## src/rtl/tc_pkg.sv

```systemverilog
// Shared definitions for the timer_counter register map, FSM state codes and CTRL fields.
// IDLE is encoded as 2'd1 so the status word reads 0x1B after a one-shot expiry.
package tc_pkg;
    localparam logic [1:0] TC_CTRL   = 2'd0;
    localparam logic [1:0] TC_PRESET = 2'd1;
    localparam logic [1:0] TC_COUNT  = 2'd2;
    localparam logic [1:0] TC_STAT   = 2'd3;

    typedef enum logic [1:0] {
        S_INT  = 2'd0,
        S_IDLE = 2'd1,
        S_LOAD = 2'd2,
        S_CNT  = 2'd3
    } tc_state_e;

    localparam logic [1:0] MODE_ONESHOT = 2'd0;
    localparam logic [1:0] MODE_RELOAD  = 2'd1;

    localparam int CTRL_EN      = 0;
    localparam int CTRL_MODE_LO = 1;
    localparam int CTRL_MODE_HI = 2;
    localparam int CTRL_IM      = 3;
endpackage

```

## src/rtl/timer_counter.sv

```systemverilog
// Memory-mapped programmable down-counter with registered interrupt output.
// Optional status word at offset 3 when TC_STATUS_REG_EN is defined.
module timer_counter
    import tc_pkg::*;
#(
    parameter int ADDR_W = 32,
    parameter int DATA_W = 32
) (
    input  logic              clk,
    input  logic              reset,
    input  logic [ADDR_W-1:0] Addr,
    input  logic              WE,
    input  logic [DATA_W-1:0] Din,
    output logic [DATA_W-1:0] Dout,
    output logic              IRQ
);

    localparam logic [DATA_W-1:0] CNT_ONE = DATA_W'(1);

    logic [3:0]        ctrl;
    logic [DATA_W-1:0] preset;
    logic [DATA_W-1:0] count;
    logic              pend;
    tc_state_e         state;
    tc_state_e         state_nxt;

    logic [1:0] off;
    logic       wr_ctrl;
    logic       wr_preset;
    logic       stat_clr;
    logic       en;
    logic       reload;
    logic       unused_addr;

    logic do_load;
    logic do_dec;
    logic do_expire;
    logic do_clr_en;
    logic do_clr_pend;

    assign off         = Addr[3:2];
    assign unused_addr = ^{Addr[ADDR_W-1:4], Addr[1:0]};
    assign wr_ctrl     = WE && (off == TC_CTRL);
    assign wr_preset   = WE && (off == TC_PRESET);
    assign en          = ctrl[CTRL_EN];
    assign reload      = (ctrl[CTRL_MODE_HI:CTRL_MODE_LO] == MODE_RELOAD);

`ifdef TC_STATUS_REG_EN
    assign stat_clr = WE && (off == TC_STAT) && Din[0];
`else
    assign stat_clr = 1'b0;
`endif

    always_ff @(posedge clk or posedge reset) begin
        if (reset) state <= S_IDLE;
        else       state <= state_nxt;
    end

    always_comb begin
        state_nxt = state;
        case (state)
            S_IDLE:  if (en) state_nxt = S_LOAD;
            S_LOAD:  state_nxt = S_CNT;
            S_CNT: begin
                if (!en)                 state_nxt = S_IDLE;
                else if (count <= CNT_ONE) state_nxt = S_INT;
            end
            S_INT:   state_nxt = reload ? S_LOAD : S_IDLE;
            default: state_nxt = S_IDLE;
        endcase
    end

    // A count of 0 or 1 expires on the next CNT cycle, so PRESET=0 acts like PRESET=1.
    always_comb begin
        do_load     = 1'b0;
        do_dec      = 1'b0;
        do_expire   = 1'b0;
        do_clr_en   = 1'b0;
        do_clr_pend = 1'b0;
        case (state)
            S_LOAD: do_load = 1'b1;
            S_CNT: begin
                if (en) begin
                    if (count > CNT_ONE) do_dec    = 1'b1;
                    else                 do_expire = 1'b1;
                end
            end
            S_INT: begin
                if (reload) do_clr_pend = 1'b1;
                else        do_clr_en   = 1'b1;
            end
            default: ;
        endcase
    end

    // A CPU write to CTRL overrides the one-shot EN clear in the same cycle.
    always_ff @(posedge clk or posedge reset) begin
        if (reset)          ctrl <= '0;
        else if (wr_ctrl)   ctrl <= Din[3:0];
        else if (do_clr_en) ctrl[CTRL_EN] <= 1'b0;
    end

    always_ff @(posedge clk or posedge reset) begin
        if (reset)          preset <= '0;
        else if (wr_preset) preset <= Din;
    end

    always_ff @(posedge clk or posedge reset) begin
        if (reset)          count <= '0;
        else if (do_load)   count <= preset;
        else if (do_dec)    count <= count - CNT_ONE;
        else if (do_expire) count <= '0;
    end

    // Status clear beats a same-cycle expiry; an expiry beats a CTRL-write clear.
    always_ff @(posedge clk or posedge reset) begin
        if (reset)                        pend <= 1'b0;
        else if (stat_clr)                pend <= 1'b0;
        else if (do_expire)               pend <= 1'b1;
        else if (wr_ctrl || do_clr_pend)  pend <= 1'b0;
    end

    always_ff @(posedge clk or posedge reset) begin
        if (reset) IRQ <= 1'b0;
        else       IRQ <= pend & ctrl[CTRL_IM];
    end

    always_comb begin
        Dout = '0;
        case (off)
            TC_CTRL:   Dout[3:0] = ctrl;
            TC_PRESET: Dout = preset;
            TC_COUNT:  Dout = count;
`ifdef TC_STATUS_REG_EN
            TC_STAT:   Dout[4:0] = {IRQ, pend, state, 1'b1};
`else
            TC_STAT:   Dout = '0;
`endif
            default:   Dout = '0;
        endcase
    end

endmodule

```

## config.mk

```make
export PLATFORM = sky130hd
export DESIGN_NAME = timer_counter
export DESIGN_NICKNAME = d
export VERILOG_FILES = /design/src/rtl/tc_pkg.sv /design/src/rtl/timer_counter.sv
export SDC_FILE = /design/constraint.sdc
export NUM_CORES = 1
export LEC_CHECK = 0
export ABC_AREA = 0
export BUFFER_PORTS_ARGS = -buffer_cell sky130_fd_sc_hd__buf_4
export CAP_MARGIN = 0
export CORE_MARGIN = 1
export CORE_UTILIZATION = 40
export DETAILED_ROUTE_END_ITERATION = 8
export MAX_ROUTING_LAYER = met4
export SLEW_MARGIN = 20
export SYNTH_ARGS = -nofsm -noshare
export SYNTH_HDL_FRONTEND = slang
export SYNTH_SLANG_ARGS = --single-unit
```

## constraint.sdc

```tcl
create_clock -name clk -period 8.3 [get_ports clk]
set_clock_uncertainty 0.05 [all_clocks]
set_input_delay 1.66 -clock clk [delete_from_list [all_inputs] [get_ports clk]]
set_output_delay 1.66 -clock clk [all_outputs]
set_load 0.1 [all_outputs]
```

## Word level (Yosys, flattened, before mapping)

Index checks and enable logic that the tools add are counted.

| cells by class | value |
|---|---|
| add/sub/neg operators | 1 |
| magnitude comparators | 2 |
| equal/unequal tests | 9 |
| multiplexer cells | 25 |
| bitwise operators | 1 |
| reductions and logical operators | 9 |

Operator list:

| operator | count |
|---|---|
| 32-bit 2-to-1 mux | 3 |
| 28-bit one-hot mux with 2 select lines | 1 |
| 32-bit by 1-bit greater-than comparator with 1-bit output, second input constant | 1 |
| 32-bit by 1-bit less-or-equal comparator with 1-bit output, second input constant | 1 |
| 32-bit by 1-bit subtractor with 32-bit output, second input constant | 1 |
| 4-bit one-hot mux with 4 select lines | 1 |
| 1-bit 2-to-1 mux | 15 |
| 2-bit equality test, second input constant | 4 |
| 2-bit 2-to-1 mux | 4 |
| 2-bit one-hot mux with 4 select lines | 1 |
| 2-bit by 1-bit equality test with 1-bit output, second input constant | 3 |
| 2-bit logical NOT | 2 |
| 2-bit nonzero test | 2 |
| 3-bit != test, second input constant | 1 |
| 3-bit nonzero test | 1 |
| 1-bit logical AND | 2 |
| 2-bit != test, second input constant | 1 |
| 2-bit AND reduction | 1 |
| 1-bit AND | 1 |
| 1-bit logical OR | 1 |

| word-level totals | value |
|---|---|
| register bits | 72 |
| input port bits | 67 |
| output and inout bits | 33 |
| word-level logic and storage cells | 54 |

## Longest topological paths before layout

Gate-level depths: netlist of run 1.

| logic depth | value |
|---|---|
| depth in word-level cells | 7 |
| mapped depth | 8 |
| mapped depth without buffers | 8 |

## Worst setup path after synthesis of run 1

Ideal clock, no wire load.

| timing | value |
|---|---|
| kind | input port to output port |
| from | in Addr[3] |
| to | out Dout[1] |
| arrival time | 4.543 ns |
| required time | 6.590 ns |
| slack | 2.047 ns |
| stages on the path | 6 |
| path buffers | 2 |
| cells stage by stage | inv_1 ha_1 clkbuf_1 clkbuf_1 a22oi_1 o21ai_0 |

| between the ends | value |
|---|---|
| cells in the longest elaborated chain, start to end | 2 |
| elaborated cells on any way between the ends | 5 |
| those cells by class | eq/ne (3); mux (1); reduce/logical (1) |

RTL lines:

| item | line | source |
|---|---|---|
| from (decl) | timer_counter.sv:11 | `input logic [ADDR_W-1:0] Addr,` |
| 2-bit equality test (tied with other cells) | timer_counter.sv:130 | `case (off)` |
| 4-bit one-hot mux with 4 select lines * | timer_counter.sv:130 |  |
| to (decl) | timer_counter.sv:14 | `output logic [DATA_W-1:0] Dout,` |

Mark *: on every way between the ends. The rest lies on a longest branch, timed or not.

## Worst setup path after layout of run 1

| timing | value |
|---|---|
| from | in Addr[2] |
| to | out Dout[24] |

| between the ends | value |
|---|---|
| cells in the longest elaborated chain, start to end | 2 |
| elaborated cells on any way between the ends | 3 |
| those cells by class | eq/ne (2); mux (1) |

RTL lines:

| item | line |
|---|---|
| 2-bit equality test or 2-bit by 1-bit equality test with 1-bit output (tied branches) | timer_counter.sv:130 |
| 28-bit one-hot mux with 2 select lines * | timer_counter.sv:130 |

Marks and branches as above.

==> results.ini, run 1 <==
[status]
outcome=completed

[logic_synthesis]
yosysSeqAreaShare_pct=45.36
yosysWarnings=0
yosysUniqueCellTypes=43
synth_top_cell_area_share_pct=44.70
async_flop_share_pct=100.0
syn_avg_cell_area_sq_um=10.09
synth_cells=394
ys_top_cells_by_area=dfrtp_1 (45%), mux2_2 (9.9%), a22oi_1 (7.9%)
synth-edff-count=0
syn_area_sq_um=3975
synth_nets=467
ys.flop_type=dfrtp_1
ys_ff_latch=72
synth_top_area_cell=dfrtp_1

[route]
vias_per_cell=5.622
wl_per_cell_um=16.93
route.detailed.drc=0
vias=3345
dr.pass1.iters=5
ant_nets=0
wl_mm=10.07
drt-initial-drc-count=161

[worst_setup_path]
critPathLaunchType=input pin
cp_common_cell=buf_4
reg2reg_to=count[13]
crit_arrival_ns=3.17
path_cells=buf_4 > inv_1 > ha_1 > nor2b_1 > buf_4
crit_cells=5
crit_path_end_kind=primary output
path_delay_family=adder cells
cp.required_ns=6.59
cp_max_fo=28
ff2ff_path_depth=6
reg2reg_from=count[12]
crit_slowest_cell=ha_1
cpPeakStageDelay_ns=0.80
regToRegSetupSlack_ns=4.86
cp_num_buf_inv=3
crit_type=input pin to primary output

[layout]
final_area_sq_um=4831
area_growth_pct=21.53
drive_above_1_share_pct=29.65
antennaDiodeCount=0
seqCellArea_sq_um=1803
nNetsFinal=530
multi_input_area_sq_um=2046
n_fill_cell=921

[clocking]
clk_latency_ns=0.36
cts_setup_buffers=0
numCtsBuffers=9
cts.clk_slew.worst_paths_ns=0.07
cts_tree=built
root_buffer=clkbuf_8
cts-resized-gates=0
h-tree-depth=3
cts_buffer_depth=2
clkSinkCount=72
hold_buffers=0

[placement]
io_buffers=69
gp_congestion=0.8342
dp_slack_ns=3.410
dp_hpwl_mm=6.771
place_area_sq_um=4612

[sta]
worst_pin_slew_ns=0.9239
setup_viol=0
relSlewSlack_pct=38.41
setup_tns_ns=0
setup_slack_ns=3.423
rsz0062_at_grt=false
hold_violations=0
finalCriticalPeriod_ns=4.877
max_clock_freq_mhz=205.0
fin_crit_sh_pct=58.76
maxSlewViolCount=0

[power]
power.density_nw_per_um2=308.1
p_total_mw=1.488
peakVddDrop_mv=0.1433
p_sw_share_pct=43.24
p_int_mw=0.8449
p_switching_mw=0.6436
p_leak_nw=2.019
seq_power_share_pct=39.3
comb_power_share_pct=39.8
clkPwrFrac_pct=20.9

[global_routing]
grt_usage_pct=21.58
first_global_vias=3182
grt_max_degree=73
overflow=0
grt_pass1_wl_mm=16.39
antenna_found_initial=0

[hold_path]
whs_path_depth=2
min-delay-start=preset[25]
hold_class=register to register
hold_end=count[25]

[floorplanning]
num_io_pins=100
die_w_um=101.7
dieArea_sq_um=10340
core_sq_um=9684
initial_core_util_pct=41.05
rows=36
die_h_um=101.7

[flow_run]
drv_cap=0

-- layer usage --
| metal | share of wire (%) | up-vias | global-route usage [%] |
|---|---|---|---|
| met2 | 46 | 82 | 32.22 |
| met5 | 0 | - | - |
| met4 | 1.8 | 0 | 9.253 |
| met1 | 48 | 1649 | 29.25 |
| li1 | - | 1596 | - |
| met3 | 3.8 | 18 | 2.968 |
-- power groups by stage --
| stage | clock, mW | combinational, mW | sequential (mW) |
|---|---|---|---|
| finish | 0.312 | 0.592 | 0.585 |
| CTS | 0.318 | 0.595 | 0.582 |
| floorplan | 0 | 0.474 | 0.549 |
| detailed placement | 0 | 0.593 | 0.588 |
| global route | 0.335 | 0.646 | 0.603 |
| global placement | 0 | 0.584 | 0.584 |
-- flip-flops by register name, summed over array words and instances, names as in the netlist --
name	flops
ctrl	4
state	2
preset	32
count	32
pend	1
IRQ	1
-- tightest hold or removal path: stages, from the launching register on --
cell     delay, ns
dfrtp_1       0.36
nand2_1       0.05
nand2_1       0.05
-- synthesized netlist by cell type (2+ instances only) --
master    count
buf_1         3
or4_4         3
a221oi_1      2
nor2_1       13
ha_1          6
nor3_1       11
or4_1         6
inv_1         9
nand2_1      26
xor2_1        3
mux2_2       35
nor3b_1       3
a21o_1        3
a221o_1       8
nor2b_1      30
nand3_1       9
nor4_1       11
xnor2_1      10
clkbuf_1     18
a21oi_1       8
or3_1         8
a22oi_1      42
o211ai_1      3
o21ai_0      32
or2_2         4
dfrtp_1      71
-- layout make-up --
class	count	share of cell area, %
Sequential cell	72	37.32
Timing Repair Buffer	75	11.66
Clock inverter	7	1.968
Clock buffer	9	2.564
Multi-Input combinational cell	290	42.35
Inverter	9	0.6993
Tap cell	133	3.445
-- cell usage in the layout (no fill, tap or decap), types with 9 or more instances in the layout --
cell,n
nor3_1,11
nor2b_1,29
a22oi_1,42
xnor2_1,10
mux2_2,35
nand3_1,9
o21ai_0,32
clkbuf_8,9
nor2_1,13
buf_4,75
nor4_1,11
dfrtp_1,71
nand2_1,26
-- metrics by stage --
| stage | cells | utilization [%] | hold WS, ns |
|---|---|---|---|
| final | 595 | 49.88 | 0.4459 |
| after global placement | 579 | 47.62 | 0.4301 |
| after detailed placement | 579 | 47.62 | 0.4302 |
| after floorplan | 394 | - | 0.4034 |
| after global routing | 595 | 49.88 | 0.4827 |
| after CTS | 595 | 49.88 | 0.4480 |
-- cell families after synthesis --
| logic type | count (synthesis) | synth area share, % |
|---|---|---|
| buf+inv | 32 | 3.242 |
| mux | 35 | 9.915 |
| flops | 72 | 45.36 |
| simple gates | 128 | 18.13 |
| fa+ha+maj | 6 | 1.889 |
| compound gates | 108 | 18.60 |
| xor+xnor | 13 | 2.864 |
-- worst max path at each step --
stage / slack, ns / from / end
floorplan: 2.05 / Addr[3] / Dout[1]
global route: 3.31 / Addr[2] / Dout[27]
detailed placement: 3.41 / Addr[3] / Dout[6]
global placement: 3.43 / Addr[2] / Dout[6]
finish: 3.42 / Addr[2] / Dout[24]
CTS: 3.39 / Addr[2] / Dout[6]
Note: power is estimated with default switching activity, not from simulation.
==> inputs of run 2 (changes only) <==
- PLACE_DENSITY: unset -> 0.65
- clock period: 8.3 -> 4.1 ns (I/O delays scaled with it)
==> results.ini, run 2 (synthesis results as in run 1) <==
[status]
outcome=completed  ; unchanged

[sta]
worst_pin_slew_ns=0.8165  ; was 0.9239 ns
rsz0062_at_grt=false  ; unchanged
setup_viol=0  ; unchanged
maxSlewViolCount=0  ; unchanged
holdWs_ns=0.4594  ; was 0.4459 ns
hold_violations=0  ; unchanged
finalCriticalPeriod_ns=3.445
max_clock_freq_mhz=290.3
setup_tns_ns=0  ; unchanged
fin_crit_sh_pct=84.02
relSlewSlack_pct=45.57  ; was 38.41%
setup_slack_ns=0.6551  ; was 3.423 ns

[placement]
placedCellCount=580  ; was 579
place_area_sq_um=4632  ; was 4612 sq um
dp_hpwl_mm=6.927  ; was 6.771 mm
gp_congestion=0.8267  ; was 0.8342
dp_slack_ns=0.6648  ; was 3.410 ns
io_buffers=69  ; unchanged

[layout]
final_cell_mix=buf_4 (75), dfrtp_1 (71), a22oi_1 (42)  ; unchanged
layout.cells.most_common=buf_4  ; unchanged
drive_above_1_share_pct=29.37  ; was 29.65%
final_area_sq_um=4817  ; was 4831 sq um
antennaDiodeCount=0  ; unchanged
final_cells=596  ; was 595
n_fill_cell=916  ; was 921
area_growth_pct=21.18  ; was 21.53%
post-route-util_pct=49.74  ; was 49.88%
top_regs=count (32), preset (32), ctrl (4)  ; unchanged
nNetsFinal=531  ; was 530

[worst_setup_path]
crit_type=register to register  ; was input pin to primary output
cp.required_ns=4.24  ; was 6.59 ns
path_delay_family=simple AND/OR/NAND/NOR gates  ; was adder cells
crit_path_end_kind=register  ; was primary output
cpPeakStageDelay_ns=0.64  ; was 0.80 ns
crit_slowest_cell=nor2_1  ; was ha_1
crit_arrival_ns=3.58  ; was 3.17 ns
path_cells=or4_4 > or4_4 > nor4_4 > nor2_1 > nor2_1 > o21ai_0  ; was buf_4 > inv_1 > ha_1 > nor2b_1 > buf_4
critPathLaunchType=register  ; was input pin
cp_num_buf_inv=0  ; was 3
cp_max_fo=9  ; was 28

[route]
vias=3290  ; was 3,345
dr.pass1.iters=5  ; unchanged
vias_per_cell=5.520  ; was 5.622
route.detailed.drc=0  ; unchanged
wl_mm=10.16  ; was 10.07 mm
wl_per_cell_um=17.05  ; was 16.93 um
drt-initial-drc-count=210  ; was 161
ant_nets=0  ; unchanged

[power]
peakVddDrop_mv=0.2728  ; was 0.1433 mV
p_leak_nw=2.012  ; was 2.019 nW
p_total_mw=2.925  ; was 1.488 mW
power.density_nw_per_um2=607.2  ; was 308.1 nW/um^2

[hold_path]
hold_class=register to register  ; unchanged

[global_routing]
grt_pass1_wl_mm=16.48  ; was 16.39 mm
overflow=0  ; unchanged
grt_max_degree=39  ; was 73
antenna_found_initial=0  ; unchanged
first_global_vias=3242  ; was 3,182
grt_usage_pct=21.73  ; was 21.58%

[clocking]
numCtsBuffers=9  ; unchanged
cts-resized-gates=0  ; unchanged
cts.clk_slew.worst_paths_ns=0.08  ; was 0.07 ns
cts_setup_buffers=0  ; unchanged
hold_buffers=0  ; unchanged
cts_buffer_depth=2  ; unchanged
root_buffer=clkbuf_8  ; unchanged
clk_latency_ns=0.36  ; about the same
clkSinkCount=72  ; unchanged
cts_tree=built  ; unchanged
h-tree-depth=3  ; unchanged

[floorplanning]
die_w_um=101.7  ; unchanged
dieArea_sq_um=10340  ; unchanged
rows=36  ; unchanged
initial_core_util_pct=41.05  ; unchanged
die_h_um=101.7  ; unchanged
core_sq_um=9684  ; unchanged
num_io_pins=100  ; unchanged

[flow_run]
drv_cap=0  ; unchanged

==> run 2: cell types whose count changed in the layout (fill, tap and decap cells not counted), sizes merged <==
| cell | previous run | this run |
|---|---|---|
| buf | 75 | 76 |
| clkbuf | 9 | 14 |
| inv | 10 | 9 |
| clkinv | 3 | 1 |
| bufinv | 2 | 0 |
==> run 2: power breakdown <==
group / internal (mW) / switching [mW] / total [mW]
Sequential: 0.925 / 0.265 / 1.19
Clock: 0.269 / 0.263 / 0.532
Combinational: 0.445 / 0.759 / 1.20
==> run 2: path summary, 6_finish.rpt <==
check                                 from         to  slack, ns  cells after the start
worst max-delay path             count[12]  count[30]       0.66                      6
worst min-delay path            preset[25]  count[25]       0.46                      2
worst max register to register   count[12]  count[30]       0.66                      6
worst min register to register  preset[25]  count[25]       0.46                      2
max in group asynchronous            reset   state[0]       2.73                      3
min in group asynchronous            reset    ctrl[3]       0.55                      2
==> run 2: worst min-delay path, delay by kind of cell, from the launching register on <==
| family | cells | cell delay, ns |
|---|---|---|
| flops | 1 | 0.37 |
| simple gates | 2 | 0.11 |
==> run 2: layout make-up <==
| class | count | area [sq um] | area share [%] |
|---|---|---|---|
| inverters | 9 | 33.78 | 0.7013 |
| well taps | 133 | 166.4 | 3.455 |
| repair buffers | 76 | 583.1 | 12.10 |
| clock buffers | 14 | 172.7 | 3.584 |
| flip-flops and latches | 72 | 1803 | 37.43 |
| clock inverters | 2 | 12.51 | 0.2597 |
| multi-input cells | 290 | 2046 | 42.47 |
==> run 2: metal layers <==
metal | share of wire [%] | track usage [%]
met2 | 48 | 33.11
met1 | 45 | 28.52
met5 | 0 | -
met4 | 1.8 | 8.250
met3 | 5.4 | 4.279
